===== src/rtl/iaoq_prefetch_queue.sv =====
// ============================================================================
// Module      : iaoq_prefetch_queue
// Description : Instruction-fetch front end. It owns the fetch PC and buffers
//               up to DEPTH {inst, pc} pairs ahead of IF/ID. A jump flushes
//               the queue and redirects fetch. Defining the macro
//               IAOQ_PREFETCH_BYPASS_EN adds a combinational empty-queue bypass.
// Revision    : 1.0 - initial release
// ============================================================================
`default_nettype none

module iaoq_prefetch_queue #(
    parameter int          DEPTH    = 4,
    parameter int          ADDR_W   = 8,
    parameter logic [31:0] RESET_PC = 32'h0
) (
    input  logic                         clk,
    input  logic                         reset,
    output logic [ADDR_W-1:0]            imem_addr,
    input  logic [31:0]                  imem_data,
    input  logic                         jump,
    input  logic [31:0]                  target,
    input  logic                         deq_le,
    output logic                         valid_out,
    output logic [31:0]                  inst_out,
    output logic [31:0]                  pc_out,
    output logic [$clog2(DEPTH+1)-1:0]   count,
    output logic                         full,
    output logic                         empty
);

    localparam int                 c_PTR_W     = $clog2(DEPTH);
    localparam int                 c_CNT_W     = $clog2(DEPTH+1);
    localparam logic [c_CNT_W-1:0] c_DEPTH_CNT = c_CNT_W'(DEPTH);

    logic [31:0]        r_fetch_pc;
    logic [c_PTR_W-1:0] r_head;
    logic [c_PTR_W-1:0] r_tail;
    logic [c_CNT_W-1:0] r_count;
    logic [63:0]        r_mem [DEPTH];

    logic w_queue_valid;
    logic w_full;
    logic w_empty;
    logic w_bypass;
    logic w_byp_take;
    logic w_deq;
    logic w_enq;
    logic w_adv;

    assign w_full        = (r_count == c_DEPTH_CNT);
    assign w_empty       = (r_count == '0);
    assign w_queue_valid = !w_empty;

`ifdef IAOQ_PREFETCH_BYPASS_EN
    // An empty queue presents the current fetch directly to the consumer.
    assign w_bypass = w_empty && !jump && !reset;
`else
    assign w_bypass = 1'b0;
`endif

    assign w_byp_take = w_bypass && deq_le;
    assign w_deq      = w_queue_valid && deq_le && !jump;
    // A full queue still accepts a fetch when the head leaves the same cycle.
    assign w_enq      = !jump && (!w_full || w_deq) && !w_byp_take;
    assign w_adv      = w_enq || w_byp_take;

    assign imem_addr = r_fetch_pc[ADDR_W-1:0];
    assign count     = r_count;
    assign full      = w_full;
    assign empty     = w_empty;

    always_comb begin
        valid_out = 1'b0;
        inst_out  = 32'h0;
        pc_out    = 32'h0;
        if (w_bypass) begin
            valid_out = 1'b1;
            inst_out  = imem_data;
            pc_out    = r_fetch_pc;
        end else if (w_queue_valid) begin
            valid_out = 1'b1;
            inst_out  = r_mem[r_head][63:32];
            pc_out    = r_mem[r_head][31:0];
        end
    end

    always_ff @(posedge clk) begin
        if (reset) begin
            r_fetch_pc <= RESET_PC;
            r_head     <= '0;
            r_tail     <= '0;
            r_count    <= '0;
        end else if (jump) begin
            r_fetch_pc <= target;
            r_head     <= '0;
            r_tail     <= '0;
            r_count    <= '0;
        end else begin
            if (w_adv) begin
                r_fetch_pc <= r_fetch_pc + 32'd4;
            end
            if (w_enq) begin
                r_tail <= r_tail + c_PTR_W'(1);
            end
            if (w_deq) begin
                r_head <= r_head + c_PTR_W'(1);
            end
            case ({w_enq, w_deq})
                2'b10:   r_count <= r_count + c_CNT_W'(1);
                2'b01:   r_count <= r_count - c_CNT_W'(1);
                default: r_count <= r_count;
            endcase
        end
    end

    // Storage carries no reset; occupancy alone decides which entries matter.
    always_ff @(posedge clk) begin
        if (!reset && w_enq) begin
            r_mem[r_tail] <= {imem_data, r_fetch_pc};
        end
    end

endmodule

`default_nettype wire


===== config.mk =====
export PLATFORM = sky130hd
export DESIGN_NAME = iaoq_prefetch_queue
export DESIGN_NICKNAME = d
export VERILOG_FILES = /design/src/rtl/iaoq_prefetch_queue.sv
export SDC_FILE = /design/constraint.sdc
export NUM_CORES = 1
export LEC_CHECK = 0
export BUFFER_PORTS_ARGS = -buffer_cell sky130_fd_sc_hd__buf_2
export CAP_MARGIN = 20
export CORE_MARGIN = 1.5
export CORE_UTILIZATION = 40
export DETAILED_ROUTE_END_ITERATION = 8
export PLACE_DENSITY = 0.73
export SLEW_MARGIN = 10
export SYNTH_ARGS = -nofsm -noshare
export SYNTH_HDL_FRONTEND = slang
export SYNTH_SLANG_ARGS = --single-unit

===== constraint.sdc =====
create_clock -name clk -period 2.95 [get_ports clk]
set_clock_uncertainty 0.05 [all_clocks]
set_input_delay 0.59 -clock clk [delete_from_list [all_inputs] [get_ports clk]]
set_output_delay 0.59 -clock clk [all_outputs]
set_load 0.03 [all_outputs]

; ---- After elaboration in Yosys (flattened, before gate mapping)
; Memories as Yosys holds them, arrays and structs flattened. A register that Yosys moved wholly into a read port is not among the register bits.
; Index checks and enable logic that the tools add are counted.
[word_totals]
regBits = 39
ramBits = 256
output_inout_bits = 78
elab_cells = 36
memories = 1
[memory_table]
columns = name, words, width, rd, rd_ports_with_merged_regs, write_ports, line_no
row1 = r_mem, 4, 64, 1, 1, 1, 39  ; logic [63:0] r_mem [DEPTH];
[op_classes]
addsub = 5
eq_ne = 3
mux = 10
n_reduce_logical = 13
[ops]
columns = cell, n
row1 = $mux 32, 4
row2 = $add 32x3->32 const B, 1
row3 = $pmux 3 s2, 1
row4 = $add 2x1->2 const B, 2
row5 = $logic_and 1x1->1, 4
row6 = $logic_not 1->1, 4
row7 = $mux 2, 2
row8 = $reduce_bool 2->1, 2
row9 = $add 3x1->3 const B, 1
row10 = $eq 3x3->1 const B, 1
row11 = $logic_not 3->1, 1
row12 = $mux 1, 3
row13 = $sub 3x1->3 const B, 1
row14 = $eq 2x1->1 const B, 1
row15 = $eq 2x2->1 const B, 1
row16 = $reduce_or 2->1, 1
row17 = $logic_or 1x1->1, 1

; ---- Longest topological paths before layout
[logic_depth]
word_depth = 9
ltp_mapped = 7
mapped_depth_nobuf = 6

; ---- Worst setup path after synthesis
; Ideal clock, no wire load.
[synth_timing]
path_kind = reg2reg
start = reg r_count[0], in the netlist count[0]
end = mem r_mem[0][0], enable pin
setup_time_ps = 429
arrival_time_ps = 2887
t_required_ps = 2471
slack_ps = -416
path_stages_with_launch = 6
n_path_buf = 1
synth_period_minus_slack_ps = 3366
path_cell_list = dfxtp_1 -> or3b_1 -> buf_2 -> inv_1 -> nand2_1 -> and3_1
[synth_lines]
columns = item, line_no
row1 = start: declaration, 38  ; logic [c_CNT_W-1:0] r_count;
row2 = start signal: assignment, 109  ; 2'b10: r_count <= r_count + c_CNT_W'(1);
row3 = start signal: assignment, 110  ; 2'b01: r_count <= r_count - c_CNT_W'(1);
row4 = start signal: assignment, 111  ; default: r_count <= r_count;
row5 = $eq 3x3->1, 50  ; assign w_full = (r_count == c_DEPTH_CNT);
row6 = via full, 27  ; output logic full,
row7 = $logic_not 1->1, 64  ; assign w_enq = !jump && (!w_full || w_deq) && !w_byp_take;
row8 = $logic_or 1x1->1, 64
row9 = $logic_and 1x1->1, 64
row10 = $logic_and 1x1->1, 118  ; if (!reset && w_enq) begin
row11 = $mux 1, 118
row12 = $mux 1 (implied by the code), 119  ; r_mem[r_tail] <= {imem_data, r_fetch_pc};
row13 = end: declaration, 39
; The timed path passes the listed nets, and every way through them passes these cells.

==> flow_metrics.py <==
metrics = {
    "run_status": {
        "run_status": "completed",
    },
    "critical_path": {
        "startpoint_type": "flip-flop",
        "critical_path_class": "flip-flop to primary output",
        "arrival_ns": 2.12,
        "crit_path_end_kind": "primary output",
        "cp_max_fo": 23,
        "critPathRequiredTime_ns": 2.31,
    },
    "flow_run": {
        "drv_cap": 0,
    },
    "sta": {
        "fin_tns_setup_ns": 0,
        "period_minus_slack_ns": 2.76,
        "hold_ws_ns": 0.198,
        "final.period_utilization": 0.937,
        "final-setup-viol-count": 0,
        "max_slew_margin": 0.644,
        "finalHoldViolCount": 0,
        "worst_pin_slew_ns": 0.521,
        "rsz0062_at_grt": "no",
        "maxSlewViolCount": 0,
        "clock.fmax_mhz": 362,
    },
    "global_route": {
        "antenna_found_initial": 0,
        "first_global_vias": 6688,
        "gr-usage-all-layers": 0.165,
        "gr-total-overflow": 0,
        "grt_max_degree": 71,
        "grt_pass1_wl_um": 38600,
    },
    "clock_network": {
        "clock_path_buffers": 3,
        "htree_levels": 1,
        "cts_tree": "done",
        "numCtsBuffers": 30,
        "path_clk_slew_ns": 0.07,
        "cts.sinks": 297,
        "cts-root-buf": "clkbuf_16",
        "clock_latency_ns": 0.56,
    },
    "synth": {
        "yosysTopAreaCellShare": 0.648,
        "synthFlopType": "edfxtp_1",
        "synth_area_leader_cell": "edfxtp_1",
        "async_flop_share": 0,
        "synth_area_leaders": "edfxtp_1, mux4_2, dfxtp_1",
        "yosysSeqAreaShare": 0.717,
        "syn_inst": 678,
        "synth_fp_nets": 752,
        "ys_ff_latch": 297,
        "synth-edff-count": 256,
        "yosysMostFrequentCell": "edfxtp_1",
        "synth_cell_types": 46,
        "yosysWarnings": 0,
        "synth_commonest_cells": "edfxtp_1, and2_1, mux4_2",
        "synth_area_mm2": 0.0119,
        "avgSynthCellArea_um2": 17.5,
    },
    "pwr": {
        "power_frac_comb": 0.073,
        "irDropWorstVdd_mv": 0.435,
        "leakage_nw": 4.99,
        "power_density_mw_per_mm2": 635,
        "p_sw_frac": 0.224,
        "internal_power_mw": 7.06,
        "seq_power_share": 0.522,
        "power.switching_mw": 2.04,
        "clockPowerShare": 0.405,
    },
    "floorplan": {
        "core_mm2": 0.0289,
        "die-area_mm2": 0.0307,
        "die_x_um": 175,
        "initial_core_util": 0.410,
        "io_pins": 146,
        "rows": 62,
        "die_h_um": 175,
    },
    "route": {
        "drtIter0Drc": 544,
        "wl_um": 25200,
        "dr_total_vias": 6503,
        "ant_nets": 0,
        "firstDrtPassIters": 5,
        "drc": 0,
        "viasPerCell": 5.20,
        "wl_per_cell_um": 20.2,
    },
    "final_layout": {
        "fillers": 2412,
        "fin_util": 0.496,
        "syn2layout_area_growth_pct": 20.8,
        "drive_gt1_frac": 0.351,
        "n_antenna_cell": 0,
        "fin_nets": 917,
    },
    "place": {
        "routabilityCongestion": 0.776,
        "port_buffers": 145,
        "post-dp-hpwl_um": 16100,
    },
    "min_path": {
        "hold_class": "input pin to flip-flop",
    },
}
-- worst max-delay path, stage by stage, from the launching register on --
cell,delay [ns]
dfxtp_4,0.44
buf_12,0.24
mux4_2,0.53
and2_1,0.19
buf_2,0.18
-- metrics by stage --
step | power, mW | area (µm²) | cells | setup WS (ns)
2_1_floorplan | 5.24 | 11900 | 678 | 0.286
3_3_place_gp | 5.50 | 13300 | 1192 | 0.441
3_5_place_dp | 5.51 | 13300 | 1192 | 0.388
4_1_cts | 9.20 | 14300 | 1250 | 0.0346
5_1_grt | 9.42 | 14300 | 1251 | 0.0805
6_report | 9.10 | 14300 | 1251 | 0.186
-- layer usage --
| metal | share of wire | vias up | track usage |
|---|---|---|---|
| li1 | - | 2973 | - |
| met1 | 0.44 | 3311 | 0.228 |
| met2 | 0.49 | 185 | 0.273 |
| met3 | 0.057 | 34 | 0.0283 |
| met4 | 0.016 | 0 | 0.0395 |
| met5 | 0 | - | 0 |
-- sequential cells by signal, summed over array words and instances (netlist names), named ones only --
register    flops
r_tail          2
r_fetch_pc     32
count           3
r_mem         256
r_head          2
-- power by group through the flow --
| stage | sequential (mW) | combinational, mW | clock [mW] |
|---|---|---|---|
| 4_1_cts | 4.75 | 0.676 | 3.77 |
| 2_1_floorplan | 4.82 | 0.415 | 0 |
| 3_3_place_gp | 4.84 | 0.660 | 0 |
| 6_report | 4.75 | 0.665 | 3.69 |
| 5_1_grt | 4.76 | 0.719 | 3.94 |
| 3_5_place_dp | 4.84 | 0.668 | 0 |
-- cell families after synthesis --
| family | after synthesis | synth area share |
|---|---|---|
| other | 1 | 0.000316 |
| DFF | 297 | 0.717 |
| adders and majority gates | 6 | 0.00696 |
| AOI/OAI and AO/OA | 52 | 0.0314 |
| buffers and inverters | 56 | 0.0206 |
| xor gates and xnor gates | 27 | 0.0199 |
| and+or+nand+nor | 172 | 0.0799 |
| muxes | 67 | 0.124 |
-- layout make-up --
class / instances / area (µm²) / area share
inverter: 11 / 41.3 / 0.00288
sequential: 297 / 8520 / 0.594
multi-input combinational: 325 / 3140 / 0.219
timing repair buffer: 178 / 1170 / 0.0817
clock inverter: 12 / 90.1 / 0.00628
tap: 384 / 480 / 0.0335
clock buffer: 44 / 905 / 0.0631
-- timing repair --
| item | 4_1_cts | 5_1_grt |
|---|---|---|
| hold buffers | 0 | 0 |
| gates resized for setup | 0 | 1 |
| cloned | 0 | 0 |
| buffers inserted | 2 | 1 |
| endpoints found under the setup margin | 20 | 1 |
-- path summary, 6_finish.rpt --
| path | from | end | slack [ns] | depth (start not counted) |
|---|---|---|---|---|
| setup / recovery | flip-flop | inst_out[1] | 0.19 | 4 |
| hold / removal | imem_data[6] | r_mem[2][38] | 0.20 | 1 |
| setup reg to reg | r_fetch_pc[6] | r_fetch_pc[30] | 0.44 | 5 |
| hold reg to reg | r_head[1] | flip-flop | 0.47 | 2 |
-- cell usage in the layout (no fill, tap or decap), drive strengths merged, types with 4 or more instances in the layout --
cell type and count:
xnor2 18, xor2 9, a211oi 16, buf 178, or4 4, a311oi 6
dfxtp 41, and2 68, nor4 6, mux4 64, or3 5, clkinv 9
and3 7, inv 11, nand3 12, nand2 21, clkbuf 44, o21ai 4
nor2 34, o21bai 4, a21oi 10, ha 5, edfxtp 256
(Power assumes the default switching activity.)
